### config.mk
export PLATFORM = sky130hd
export DESIGN_NAME = lcd_8080_writer
export DESIGN_NICKNAME = d
export VERILOG_FILES = /design/src/rtl/lcd_8080_writer.sv
export SDC_FILE = /design/constraint.sdc
export NUM_CORES = 1
export LEC_CHECK = 0
export ABC_CLOCK_PERIOD_IN_PS = 2400
export BUFFER_PORTS_ARGS = -buffer_cell sky130_fd_sc_hd__buf_2
export CELL_PAD_IN_SITES_DETAIL_PLACEMENT = 0
export CELL_PAD_IN_SITES_GLOBAL_PLACEMENT = 1
export CORE_MARGIN = 2
export CORE_UTILIZATION = 38
export DETAILED_ROUTE_END_ITERATION = 10
export PLACE_DENSITY = 0.8
export SLEW_MARGIN = 25
export SYNTH_ARGS = -nofsm -noshare
export SYNTH_HDL_FRONTEND = slang
export SYNTH_SLANG_ARGS = --single-unit
### constraint.sdc
create_clock -name clk -period 2.4 [get_ports clk]
set_input_delay 0.48 -clock clk [delete_from_list [all_inputs] [get_ports clk]]
set_output_delay 0.48 -clock clk [all_outputs]
set_load 0.02 [all_outputs]
### src/rtl/lcd_8080_writer.sv
// -----------------------------------------------------------------------------
// lcd_8080_writer
//
// Back-end of the LCD DMA path. Takes a stream of 16-bit command/data words
// and plays each one out on an 8080-style parallel write bus with
// programmable setup, strobe-low and strobe-high timing. Chip select stays
// low across back-to-back words and is released after CS_HOLD idle cycles.
//
// Ports:
//   clk            system clock, all logic on the rising edge
//   reset          synchronous, active-high reset
//   enable         1 = accept new words; 0 = finish current word, take no more
//   in_valid       upstream word available
//   in_ready       block can accept a word this cycle (combinational)
//   in_data        pixel or command word
//   in_dc          1 = data word, 0 = command word
//   lcd_cs_n       chip select, active low
//   lcd_d_c_n      data/command select (1 = data)
//   lcd_wr_n       write strobe, active low; LCD latches on its rising edge
//   lcd_data       parallel data bus
//   busy           1 whenever the state machine is not IDLE
//   words_written  count of completed strobes, wraps modulo 2^CNT_W
// -----------------------------------------------------------------------------
module lcd_8080_writer #(
    parameter int DATA_W    = 16,
    parameter int T_SETUP   = 1,
    parameter int T_WR_LOW  = 2,
    parameter int T_WR_HIGH = 2,
    parameter int CS_HOLD   = 4,
    parameter int CNT_W     = 32
) (
    input  logic              clk,
    input  logic              reset,
    input  logic              enable,
    input  logic              in_valid,
    output logic              in_ready,
    input  logic [DATA_W-1:0] in_data,
    input  logic              in_dc,
    output logic              lcd_cs_n,
    output logic              lcd_d_c_n,
    output logic              lcd_wr_n,
    output logic [DATA_W-1:0] lcd_data,
    output logic              busy,
    output logic [CNT_W-1:0]  words_written
);

    typedef enum logic [2:0] {
        IDLE,
        SETUP,
        LOW,
        HIGH,
        HOLD
    } state_t;

    // One shared phase timer, sized for the longest phase.
    localparam int T_MAX_A = (T_SETUP  > T_WR_LOW) ? T_SETUP  : T_WR_LOW;
    localparam int T_MAX_B = (T_WR_HIGH > CS_HOLD) ? T_WR_HIGH : CS_HOLD;
    localparam int T_MAX   = (T_MAX_A  > T_MAX_B)  ? T_MAX_A  : T_MAX_B;
    localparam int TIM_W   = (T_MAX > 1) ? $clog2(T_MAX) : 1;

    // Terminal counts: the timer runs 0..N-1 within an N-cycle phase.
    localparam logic [TIM_W-1:0] SETUP_LAST = TIM_W'(T_SETUP - 1);
    localparam logic [TIM_W-1:0] LOW_LAST   = TIM_W'(T_WR_LOW - 1);
    localparam logic [TIM_W-1:0] HIGH_LAST  = TIM_W'(T_WR_HIGH - 1);
    localparam logic [TIM_W-1:0] HOLD_LAST  = TIM_W'(CS_HOLD - 1);

    state_t           state;
    logic [TIM_W-1:0] tim;
    logic             accept;

    // in_ready is deliberately combinational so a word can be taken on the
    // very edge a phase sequence ends, giving the T_SETUP+T_WR_LOW+T_WR_HIGH+1
    // back-to-back period.
    assign in_ready = ((state == IDLE) || (state == HOLD)) && enable && !reset;
    assign accept   = in_valid && in_ready;

    // NOTE: every register below is assigned with <= so all of them update
    // together from values sampled before the edge; a blocking = here would
    // let later statements see half-updated state and break simulation/synthesis
    // equivalence.
    always_ff @(posedge clk) begin
        if (reset) begin
            state         <= IDLE;
            tim           <= '0;
            lcd_cs_n      <= 1'b1;
            lcd_wr_n      <= 1'b1;
            lcd_d_c_n     <= 1'b1;
            lcd_data      <= '0;
            busy          <= 1'b0;
            words_written <= '0;
        end else begin
            unique case (state)
                IDLE: begin
                    if (accept) begin
                        lcd_data  <= in_data;
                        lcd_d_c_n <= in_dc;
                        lcd_cs_n  <= 1'b0;
                        busy      <= 1'b1;
                        tim       <= '0;
                        state     <= SETUP;
                    end
                end

                SETUP: begin
                    if (tim == SETUP_LAST) begin
                        lcd_wr_n <= 1'b0;
                        tim      <= '0;
                        state    <= LOW;
                    end else begin
                        tim <= tim + TIM_W'(1);
                    end
                end

                LOW: begin
                    // The LCD latches on this rising strobe, so the word
                    // counts as written here.
                    if (tim == LOW_LAST) begin
                        lcd_wr_n      <= 1'b1;
                        words_written <= words_written + CNT_W'(1);
                        tim           <= '0;
                        state         <= HIGH;
                    end else begin
                        tim <= tim + TIM_W'(1);
                    end
                end

                HIGH: begin
                    if (tim == HIGH_LAST) begin
                        tim   <= '0;
                        state <= HOLD;
                    end else begin
                        tim <= tim + TIM_W'(1);
                    end
                end

                HOLD: begin
                    // Bus and d_c_n keep the last word; an accept restarts the
                    // sequence and clears the idle count, otherwise cs_n is
                    // released after CS_HOLD consecutive idle cycles.
                    if (accept) begin
                        lcd_data  <= in_data;
                        lcd_d_c_n <= in_dc;
                        tim       <= '0;
                        state     <= SETUP;
                    end else if (tim == HOLD_LAST) begin
                        lcd_cs_n <= 1'b1;
                        busy     <= 1'b0;
                        tim      <= '0;
                        state    <= IDLE;
                    end else begin
                        tim <= tim + TIM_W'(1);
                    end
                end

                default: begin
                    lcd_cs_n <= 1'b1;
                    lcd_wr_n <= 1'b1;
                    busy     <= 1'b0;
                    tim      <= '0;
                    state    <= IDLE;
                end
            endcase
        end
    end

endmodule

==> qor.yml, run 1 <==
critical_path:
  end_kind: "flop"
  slowest_delay_ns: 0.53
  worst_setup_path_start_kind: "flop"
  cpMaxStageDelayCell: "sky130_fd_sc_hd__or4_1"
  setup.worst_path.class: "flop to flop"
  r2r_setup_slack_ns: 0.11
  worst_r2r_startpoint: "tim[1]"
  critical_path.n_buffers_inverters: 2
  worst_r2r_path_depth: 7
  critPathTopFamily: "simple AND/OR/NAND/NOR gates"
  arrival_ns: 2.50
  required_ns: 2.61
  cp_cell_sequence: "inv_1 > ha_2 > nand4bb_4 > or4_1 > buf_4 > nor4_2 > mux2_1"
  worstPathMaxFanout: 16
  worstSetupPathDepth: 7
  reg2reg_to: "words_written[31]"
place:
  routabilityCongestion: 0.7820
  post_place_setup_slack_ns: 0.04263
  numPortBuffers: 73
  place_hpwl_um: 4906
power_and_ir_drop:
  p_comb_share_pct: 8.9
  p_int_mw: 1.403
  power_per_cell_area_mw_per_mm2: 554.1
  leakage_nw: 1.382
  peak_vdd_ir_mv: 0.3433
  clkPwrFrac_pct: 38.9
  power.switching_mw: 0.4817
  sequential_share_of_power_pct: 52.2
  switching_share_pct: 25.55
  totalPowerFinal_mw: 1.885
run_status:
  outcome: "completed"
synthesis:
  netlist_top_cells_area: "sky130_fd_sc_hd__dfxtp_1, sky130_fd_sc_hd__nand2_1, sky130_fd_sc_hd__nand3_1"
  dominantRegCellSynth: "sky130_fd_sc_hd__dfxtp_1"
  synth-async-reset-ratio_pct: 0
  synth_top_cells_by_count: "sky130_fd_sc_hd__dfxtp_1, sky130_fd_sc_hd__nand2_1, sky130_fd_sc_hd__nand3_1"
  synth_top_cell_area_share_pct: 41.91
  synth-edff-count: 0
  synthCells: 330
  ys_seq_area_share_pct: 41.91
  synth_top_area_cell: "sky130_fd_sc_hd__dfxtp_1"
  total_standard_cell_area_after_synthesis_mm2: 0.002723
  synth.ff_latch_count: 57
  syn-mean-instance-area_um2: 8.250
  yosys_warnings: 0
  post_synth_num_cell_types: 46
  syn_nets: 356
  post-synth-top-count-cell: "sky130_fd_sc_hd__dfxtp_1"
routing:
  route.vias.total: 2701
  routed_via_density: 5.296
  drtPass1Iterations: 5
  detail_route.wirelength_um: 6904
  routedWlPerCell_um: 13.54
  detail_route.drc_violations: 0
  antenna_violating_nets_post_route: 0
  drtIter0Drc: 83
cts:
  clkTransAtPathRegs_ns: 0.06
  clock-root-buffer: "sky130_fd_sc_hd__clkbuf_8"
  cts_max_level: 3
  tritoncts.num_buffers: 9
  worst_skew_pair.late_latency_ns: 0.32
  clk_path_buf_depth: 2
  holdBufCountCts: 0
  numClockSinks: 57
  tritoncts: "yes"
grt:
  grt_first_pass_wirelength_um: 11500
  grt_antenna_before_repair: 0
  globalRouteTotalUtil_pct: 18.51
  grt_start_max_net_pins: 34
  global_route.overflow_total: 0
  first_global_vias: 2520
sta:
  slew_headroom_pct: 57.04
  rsz_0062_raised_after_global_routing: "false"
  slew_violations: 0
  hold_viol: 0
  maxClockFrequency_mhz: 436.5
  timing.final.crit_period_ns: 2.291
  final.period_utilization_pct: 95.46
  setup_viol_count_final: 0
  final.setup.tns_ns: 0
  worst-slew-pin-transition_ns: 0.6445
  post-route-worst-setup-slack_ns: 0.1089
  skew_ns: 0.006064
die:
  total_i_o_pin_count: 74
  area_of_the_die_mm2: 0.007858
  number_of_rows_created_at_floorplan: 30
  floorplan.die.height_um: 88.65
  die_width_um: 88.65
  core-area_mm2: 0.006869
  floorplan.initialDensity_pct: 39.64
worst_hold_path:
  worst_hold_stages: 3
  hold_end: "lcd_data[11]"
  holdCritPathClass: "primary input to flop"
  timing.hold.worst.start: "in_data[11]"
flow_run:
  drv.max_cap_violation_count: 0
finish:
  inserted_diodes: 0
  fill_cells: 705
  area_delta_synth_final_pct: 24.95
  layout-drive-gt1-share_pct: 27.05
  layout.area.seq_mm2: 0.001141
  nNetsFinal: 435
  multi_input_logic_area_mm2: 0.001478
## tightest hold or removal path: cells and delay by family
family / cells / cell delay, ns
buffers and inverters: 1 / 0.07
and+or+nand+nor: 2 / 0.08
## layout make-up
type / instances / area share (%)
clock buffer: 12 / 3.972
clock inverter: 4 / 0.5885
inverter: 10 / 1.103
multi-input combinational: 244 / 43.44
sequential: 57 / 33.54
tap: 96 / 3.531
timing repair buffer: 87 / 13.83
## cells in the final DEF, fill, tap and decap left out, types with 10 or more instances in the layout
cell type	count
sky130_fd_sc_hd__nand3_1	26
sky130_fd_sc_hd__nand2_1	55
sky130_fd_sc_hd__nor2_1	14
sky130_fd_sc_hd__or3_1	10
sky130_fd_sc_hd__or4_1	15
sky130_fd_sc_hd__buf_2	73
sky130_fd_sc_hd__o31ai_1	12
sky130_fd_sc_hd__nand4_1	10
sky130_fd_sc_hd__dfxtp_1	57
sky130_fd_sc_hd__buf_4	14
sky130_fd_sc_hd__o21ai_0	12
sky130_fd_sc_hd__a21oi_1	23
## per-stage QoR
stage | utilization (%) | instance area (um2) | hold WS (ns) | cells
after floorplan | - | 2723 | 0.5328 | 330
after global placement | 46.99 | 3228 | 0.4380 | 494
after detailed placement | 46.99 | 3228 | 0.4428 | 494
after CTS | 49.25 | 3383 | 0.3257 | 510
after global routing | 49.53 | 3402 | 0.3292 | 510
final | 49.53 | 3402 | 0.3365 | 510
## power groups by stage
stage / registers, mW / logic, mW / clock network, mW
after CTS: 0.984 / 0.169 / 0.755
after global routing: 0.986 / 0.186 / 0.807
after floorplan: 1.03 / 0.0788 / 0
final: 0.984 / 0.167 / 0.734
after global placement: 1.00 / 0.168 / 0
after detailed placement: 1.00 / 0.168 / 0
## flip-flops by register name, summed over array words and instances (netlist names)
register	flops
lcd_cs_n	1
lcd_wr_n	1
words_written	32
tim	2
state	3
lcd_d_c_n	1
busy	1
lcd_data	16
## how the worst max path moves through the flow
stage	startpoint	to	slack, ns
after floorplan	tim[0]	words_written[22]	0.17
after global placement	tim[1]	words_written[22]	0.14
after detailed placement	tim[1]	words_written[31]	0.04
after CTS	tim[1]	words_written[31]	0.04
after global routing	tim[1]	words_written[15]	0.0004
final	tim[1]	words_written[31]	0.11
## timing repair
action	4_1_cts	5_1_grt
buffers inserted	0	0
endpoints found under the setup margin	0	5
resized for setup	0	4
## per-layer routing
layer | GRT usage (%) | vias up | routed length, um
li1 | - | 1366 | -
met1 | 23.99 | 1250 | 3198
met2 | 29.31 | 79 | 3215
met3 | 5.131 | 6 | 432
met4 | 7.025 | 0 | 57
met5 | 0 | - | 0
## logic make-up (layout without fill, tap and decap cells)
kind of cell,after synthesis,after routing,share of synthesized area (%)
AOI/OAI and AO/OA,62,62,14.34
DFF,57,57,41.91
xor gates and xnor gates,7,7,2.252
adders and majority gates,5,5,2.298
buffers and inverters,29,113,4.687
muxes,5,5,2.022
and+or+nand+nor,165,165,32.49
Power figures use the tool's default switching activity.
==> inputs of run 2 (changes only) <==
- CORE_UTILIZATION: 38 -> 30
- PLACE_DENSITY: 0.8 -> 0.66
==> run 2 against run 1 <==
Effect of this change: total power up 6.6%; worst hold slack got worse by 0.0061 ns; clock power up 17%; combinational power barely moved; count of clock-buffer cells in the layout is 2 higher; die area grew 25%; via count is 1.4% lower; sequential share of layout area fell by 0.53 points; critical path type unchanged; largest power group unchanged; highest routed layer unchanged.
==> qor.yml, run 2 (synthesized netlist as in run 1, its figures left out) <==
finish:
  area_delta_synth_final_pct: 26.98
  layout-drive-gt1-share_pct: 27.40  # +0.35 points
  mostFrequentLayoutCell: "sky130_fd_sc_hd__buf_2"
  layout.core_utilization_pct: 39.45  # -10 points
  biggestRegsByFlops: "words_written x32, lcd_data x16, state x3"
  post_layout_nonfiller_instances: 524  # +2.7%
  layout_common_cells: "sky130_fd_sc_hd__buf_2, sky130_fd_sc_hd__dfxtp_1, sky130_fd_sc_hd__nand2_1"
  nNetsFinal: 437  # +0.46%
  inserted_diodes: 0  # unchanged
  largest-register: "words_written"
  max_ffs_per_register: 32  # unchanged
  finish.instance_area_mm2: 0.003457  # +1.6%
critical_path:
  worstPathMaxFanout: 17  # +1
  cpMaxStageDelayCell: "sky130_fd_sc_hd__or4b_1"
  setup.worst_path.class: "flop to flop"
  slowest_delay_ns: 0.54  # about the same
  cp_cell_sequence: "inv_1 > ha_2 > nand4bb_4 > or4b_1 > buf_4 > nor4_1 > mux2_1"
  worst_setup_path_start_kind: "flop"
  end_kind: "flop"
  required_ns: 2.62  # about the same
  arrival_ns: 2.51  # about the same
sta:
  rsz_0062_raised_after_global_routing: "false"
  worst-slew-pin-transition_ns: 0.7118  # +0.06738 ns
  timing.final.crit_period_ns: 2.288  # -0.002622 ns
  setup_viol_count_final: 0  # unchanged
  final.period_utilization_pct: 95.35  # -0.11 points
  hold_viol: 0  # unchanged
  slew_violations: 0  # unchanged
  skew_ns: 0.008875  # +0.002811 ns
  holdWs_ns: 0.3304  # -0.006133 ns
  maxClockFrequency_mhz: 437.0  # +0.11%
  slew_headroom_pct: 52.54  # -4.5 points
  final.setup.tns_ns: 0  # unchanged
die:
  floorplan.die.height_um: 99.27  # +12%
  die_width_um: 99.27  # +12%
  core-area_mm2: 0.008763  # +28%
  total_i_o_pin_count: 74  # unchanged
  floorplan.initialDensity_pct: 31.07  # -8.6 points
  area_of_the_die_mm2: 0.009854  # +25%
  number_of_rows_created_at_floorplan: 34  # +13%
place:
  numPortBuffers: 73  # unchanged
  routabilityCongestion: 0.7387  # -5.5%
  place_hpwl_um: 5020  # +2.3%
  placedCellCount: 508  # +2.8%
  placed_area_mm2: 0.003258  # +0.93%
grt:
  globalRouteTotalUtil_pct: 14.83  # -3.7 points
  global_route.overflow_total: 0  # unchanged
  grt_antenna_before_repair: 0  # unchanged
  grt_first_pass_wirelength_um: 11910  # +3.6%
  first_global_vias: 2534  # +0.56%
  grt_start_max_net_pins: 42  # +24%
routing:
  detail_route.wirelength_um: 7162  # +3.7%
  drtIter0Drc: 56  # -33%
  detail_route.drc_violations: 0  # unchanged
  antenna_violating_nets_post_route: 0  # unchanged
  routed_via_density: 5.082  # -4.0%
  routedWlPerCell_um: 13.67  # +0.97%
  route.vias.total: 2663  # -1.4%
  drtPass1Iterations: 4  # -1
cts:
  clk_path_buf_depth: 2  # unchanged
  cts_max_level: 3  # unchanged
  tritoncts.num_buffers: 9  # unchanged
  worst_skew_pair.late_latency_ns: 0.33  # about the same
  postCtsSetupRepairBufs: 0  # unchanged
  numClockSinks: 57  # unchanged
  clkTransAtPathRegs_ns: 0.07  # about the same
  clock-root-buffer: "sky130_fd_sc_hd__clkbuf_8"
  tritoncts: "yes"
power_and_ir_drop:
  power_per_cell_area_mw_per_mm2: 581.1  # +4.9%
  leakage_nw: 1.411  # +2.1%
  peak_vdd_ir_mv: 0.3438  # +0.14%
flow_run:
  drv.max_cap_violation_count: 0  # unchanged
worst_hold_path:
  holdCritPathClass: "primary input to flop"
run_status:
  outcome: "completed"
==> run 2: routing by layer <==
metal / vias up / track usage (%) / wire, um
li1: 1363 / - / -
met1: 1219 / 18.30 / 3326
met2: 74 / 24.53 / 3298
met3: 7 / 5.060 / 478
met4: 0 / 4.426 / 58
met5: - / 0 / 0
==> run 2: path summary, 6_finish.rpt <==
path	startpoint	to	slack [ns]	depth (start not counted)
worst max-delay path	tim[1]	words_written[22]	0.11	7
worst min-delay path	in_data[6]	lcd_data[6]	0.33	3
worst max register to register	tim[1]	words_written[22]	0.11	7
worst min register to register	lcd_data[10]	lcd_data[10]	0.45	2
==> run 2: area by class of cell <==
type	count	area (um2)
inverter	10	37.54
fill	920	5306
clock inverter	2	10.01
sequential	57	1141
tap	108	135.1
multi-input combinational	244	1465
clock buffer	14	182.7
timing repair buffer	89	485.5
==> run 2: power breakdown <==
group | leakage, nW | total, mW | switching (mW) | internal, mW
clock | 0.102 | 0.856 | 0.371 | 0.485
sequential | 0.462 | 0.984 | 0.0132 | 0.971
combinational | 0.847 | 0.169 | 0.104 | 0.0653
==> run 2: worst max-delay path, delay by kind of cell, from the launching register on <==
family / cells / cell delay [ns]
buffers and inverters: 2 / 0.29
flip-flops: 1 / 0.33
AND/OR/NAND/NOR: 3 / 1.02
adder cells (fa/ha/maj): 1 / 0.21
multiplexers: 1 / 0.35
==> run 2: through the flow <==
| stage | worst slack [ns] | power (mW) |
|---|---|---|
| final | 0.1116 | 2.009 |
| after global routing | 0.001631 | 2.113 |
| after CTS | 0.07357 | 2.051 |
| after detailed placement | 0.09461 | 1.175 |
| after global placement | 0.1316 | 1.174 |
| after floorplan | 0.1685 | 1.108 |
==> run 2: timing repair <==
action,CTS,global route
hold buffers,0,0
gates resized for setup,0,2
setup endpoints to repair,0,4
==> inputs of run 3 (changes only) <==
- CORE_UTILIZATION: 30 -> 38
- PLACE_DENSITY: 0.66 -> 0.89
==> run 3 against run 2 <==
Effect of this change: sequential cell count stayed put; critical path depth stayed put; sequential share of layout area hardly changed; maximum frequency is 1.6% higher; utilization is 11 points higher; non-clock buffer count is 1 lower; die area is 20% lower; total power is 6.6% higher; critical endpoint is now words_written[21]; largest power group is now clock; highest routed layer unchanged.
==> qor.yml, run 3 (synthesized netlist as in run 1, its figures left out) <==
run_status:
  outcome: "completed"
critical_path:
  end_kind: "flop"
  arrival_ns: 2.52  # about the same
  required_ns: 2.67  # +0.05 ns
  worst_setup_path_start_kind: "flop"
  reg2reg_to: "words_written[21]"
  r2r_setup_slack_ns: 0.15  # +0.04 ns
  worstPathMaxFanout: 9  # -8
  cp_cell_sequence: "inv_1 > ha_2 > nand4bb_4 > or4_1 > buf_4 > or4_1 > a21oi_1"
  cpMaxStageDelayCell: "sky130_fd_sc_hd__or4_1"
  worst_r2r_startpoint: "tim[1]"
  setup.worst_path.class: "flop to flop"
  slowest_delay_ns: 0.59  # +0.05 ns
  worst_r2r_path_depth: 7  # unchanged
  timing.critical_path.mode_cell: "sky130_fd_sc_hd__or4_1"
sta:
  hold_viol: 0  # unchanged
  maxClockFrequency_mhz: 444.2  # +1.6%
  skew_ns: 0.01039  # +0.001513 ns
  slew_violations: 0  # unchanged
  rsz_0062_raised_after_global_routing: "false"
  final.period_utilization_pct: 93.81  # -1.5 points
  post-route-worst-setup-slack_ns: 0.1486  # +0.03699 ns
  worst-slew-pin-transition_ns: 0.6699  # -0.04192 ns
  final.setup.tns_ns: 0  # unchanged
  timing.final.crit_period_ns: 2.251  # -0.03699 ns
  slew_headroom_pct: 55.34  # +2.8 points
  setup_viol_count_final: 0  # unchanged
power_and_ir_drop:
  leakage_nw: 1.398  # -0.91%
  power_per_cell_area_mw_per_mm2: 617.9  # +6.3%
  peak_vdd_ir_mv: 0.3354  # -2.4%
cts:
  cts_max_level: 3  # unchanged
  clk_path_buf_depth: 2  # unchanged
  tritoncts.num_buffers: 9  # unchanged
  clkTransAtPathRegs_ns: 0.08  # about the same
  tritoncts: "yes"
  worst_skew_pair.late_latency_ns: 0.34  # about the same
  clock-root-buffer: "sky130_fd_sc_hd__clkbuf_8"
  numClockSinks: 57  # unchanged
  holdBufCountCts: 0  # unchanged
die:
  floorplan.initialDensity_pct: 39.64  # +8.6 points
  area_of_the_die_mm2: 0.007858  # -20%
  die_width_um: 88.65  # -11%
  number_of_rows_created_at_floorplan: 30  # -12%
  total_i_o_pin_count: 74  # unchanged
  core-area_mm2: 0.006869  # -22%
  floorplan.die.height_um: 88.65  # -11%
place:
  routabilityCongestion: 0.8180  # +11%
  post_place_setup_slack_ns: 0.1155  # +0.02093 ns
  numPortBuffers: 73  # unchanged
  place_hpwl_um: 4689  # -6.6%
worst_hold_path:
  worst_hold_stages: 3  # unchanged
  hold_end: "lcd_d_c_n"
  timing.hold.worst.start: "in_dc"
  holdCritPathClass: "primary input to flop"
grt:
  grt_first_pass_wirelength_um: 11210  # -5.9%
  gr-usage-met3_pct: 6.623  # +1.6 points
  global_route.overflow_total: 0  # unchanged
  global_route.usage.met2_pct: 28.56  # +4.0 points
  grt_start_max_net_pins: 28  # -33%
  gr-max-usage-layer: "met2"
  first_global_vias: 2481  # -2.1%
  globalRouteTotalUtil_pct: 17.88  # +3.1 points
  grt.met1_usage_pct: 23.13  # +4.8 points
  grt_antenna_before_repair: 0  # unchanged
finish:
  inserted_diodes: 0  # unchanged
  biggestRegsByFlops: "words_written x32, lcd_data x16, state x3"
  max_ffs_per_register: 32  # unchanged
  nNetsFinal: 436  # -0.23%
  mostFrequentLayoutCell: "sky130_fd_sc_hd__buf_2"
  area_delta_synth_final_pct: 27.25
  largest-register: "words_written"
  layout_common_cells: "sky130_fd_sc_hd__buf_2, sky130_fd_sc_hd__dfxtp_1, sky130_fd_sc_hd__nand2_1"
  layout-drive-gt1-share_pct: 27.71  # +0.31 points
routing:
  drtPass1Iterations: 4  # unchanged
  antenna_violating_nets_post_route: 0  # unchanged
  route.vias.total: 2717  # +2.0%
  drtIter0Drc: 125  # +120%
  routed_via_density: 5.317  # +4.6%
  routedWlPerCell_um: 13.10  # -4.2%
  detail_route.wirelength_um: 6693  # -6.5%
  detail_route.drc_violations: 0  # unchanged
flow_run:
  drv.max_cap_violation_count: 0  # unchanged
## run 3: routing by layer
metal  wire length, um  up-vias
li1                  -     1370
met1              3141     1265
met2              3077       74
met3               408        8
met4                66        0
met5                 0        -
## run 3: final cells by class
class / count / area (um2)
flip-flops and latches: 57 / 1142
clock buffers: 9 / 123.9
inverters: 10 / 37.54
multi-input cells: 244 / 1468
clock inverters: 7 / 95.09
fillers: 696 / 3405
repair buffers: 88 / 478.0
well taps: 96 / 120.1
## run 3: timing repair
action | in CTS | in global routing
gates resized for setup | 0 | 3
setup endpoints to repair | 0 | 3
setup buffers | 0 | 0
## run 3: how the worst max path moves through the flow
stage           start                 to  slack [ns]  cells after the start
2_1_floorplan  tim[0]  words_written[22]        0.17                      6
3_3_place_gp   tim[0]  words_written[22]        0.18                      6
3_5_place_dp   tim[0]  words_written[22]        0.12                      6
4_1_cts        tim[0]  words_written[22]        0.11                      6
5_1_grt        tim[1]  words_written[21]        0.01                      7
6_report       tim[1]  words_written[21]        0.15                      7
## run 3: worst max-delay path: cells and delay by family (launching register included)
family          cells  cell delay (ns)
compound gates      1             0.15
simple gates        3             1.21
buf+inv             2             0.29
flops               1             0.34
fa+ha+maj           1             0.21
## run 3: power breakdown
group	internal [mW]	switching [mW]	total, mW
Clock	0.582	0.407	0.989
Combinational	0.0646	0.103	0.168
Sequential	0.971	0.0140	0.984
## run 3: metrics by stage
stage	area (um2)	power, mW	utilization [%]	hold WS, ns	std cells
after floorplan	2723	1.108	-	0.5328	330
after global placement	3236	1.170	47.10	0.4376	495
after detailed placement	3236	1.173	47.10	0.4442	495
after CTS	3455	2.179	50.29	0.2935	511
after global routing	3465	2.234	50.44	0.3142	511
final	3465	2.141	50.44	0.3191	511
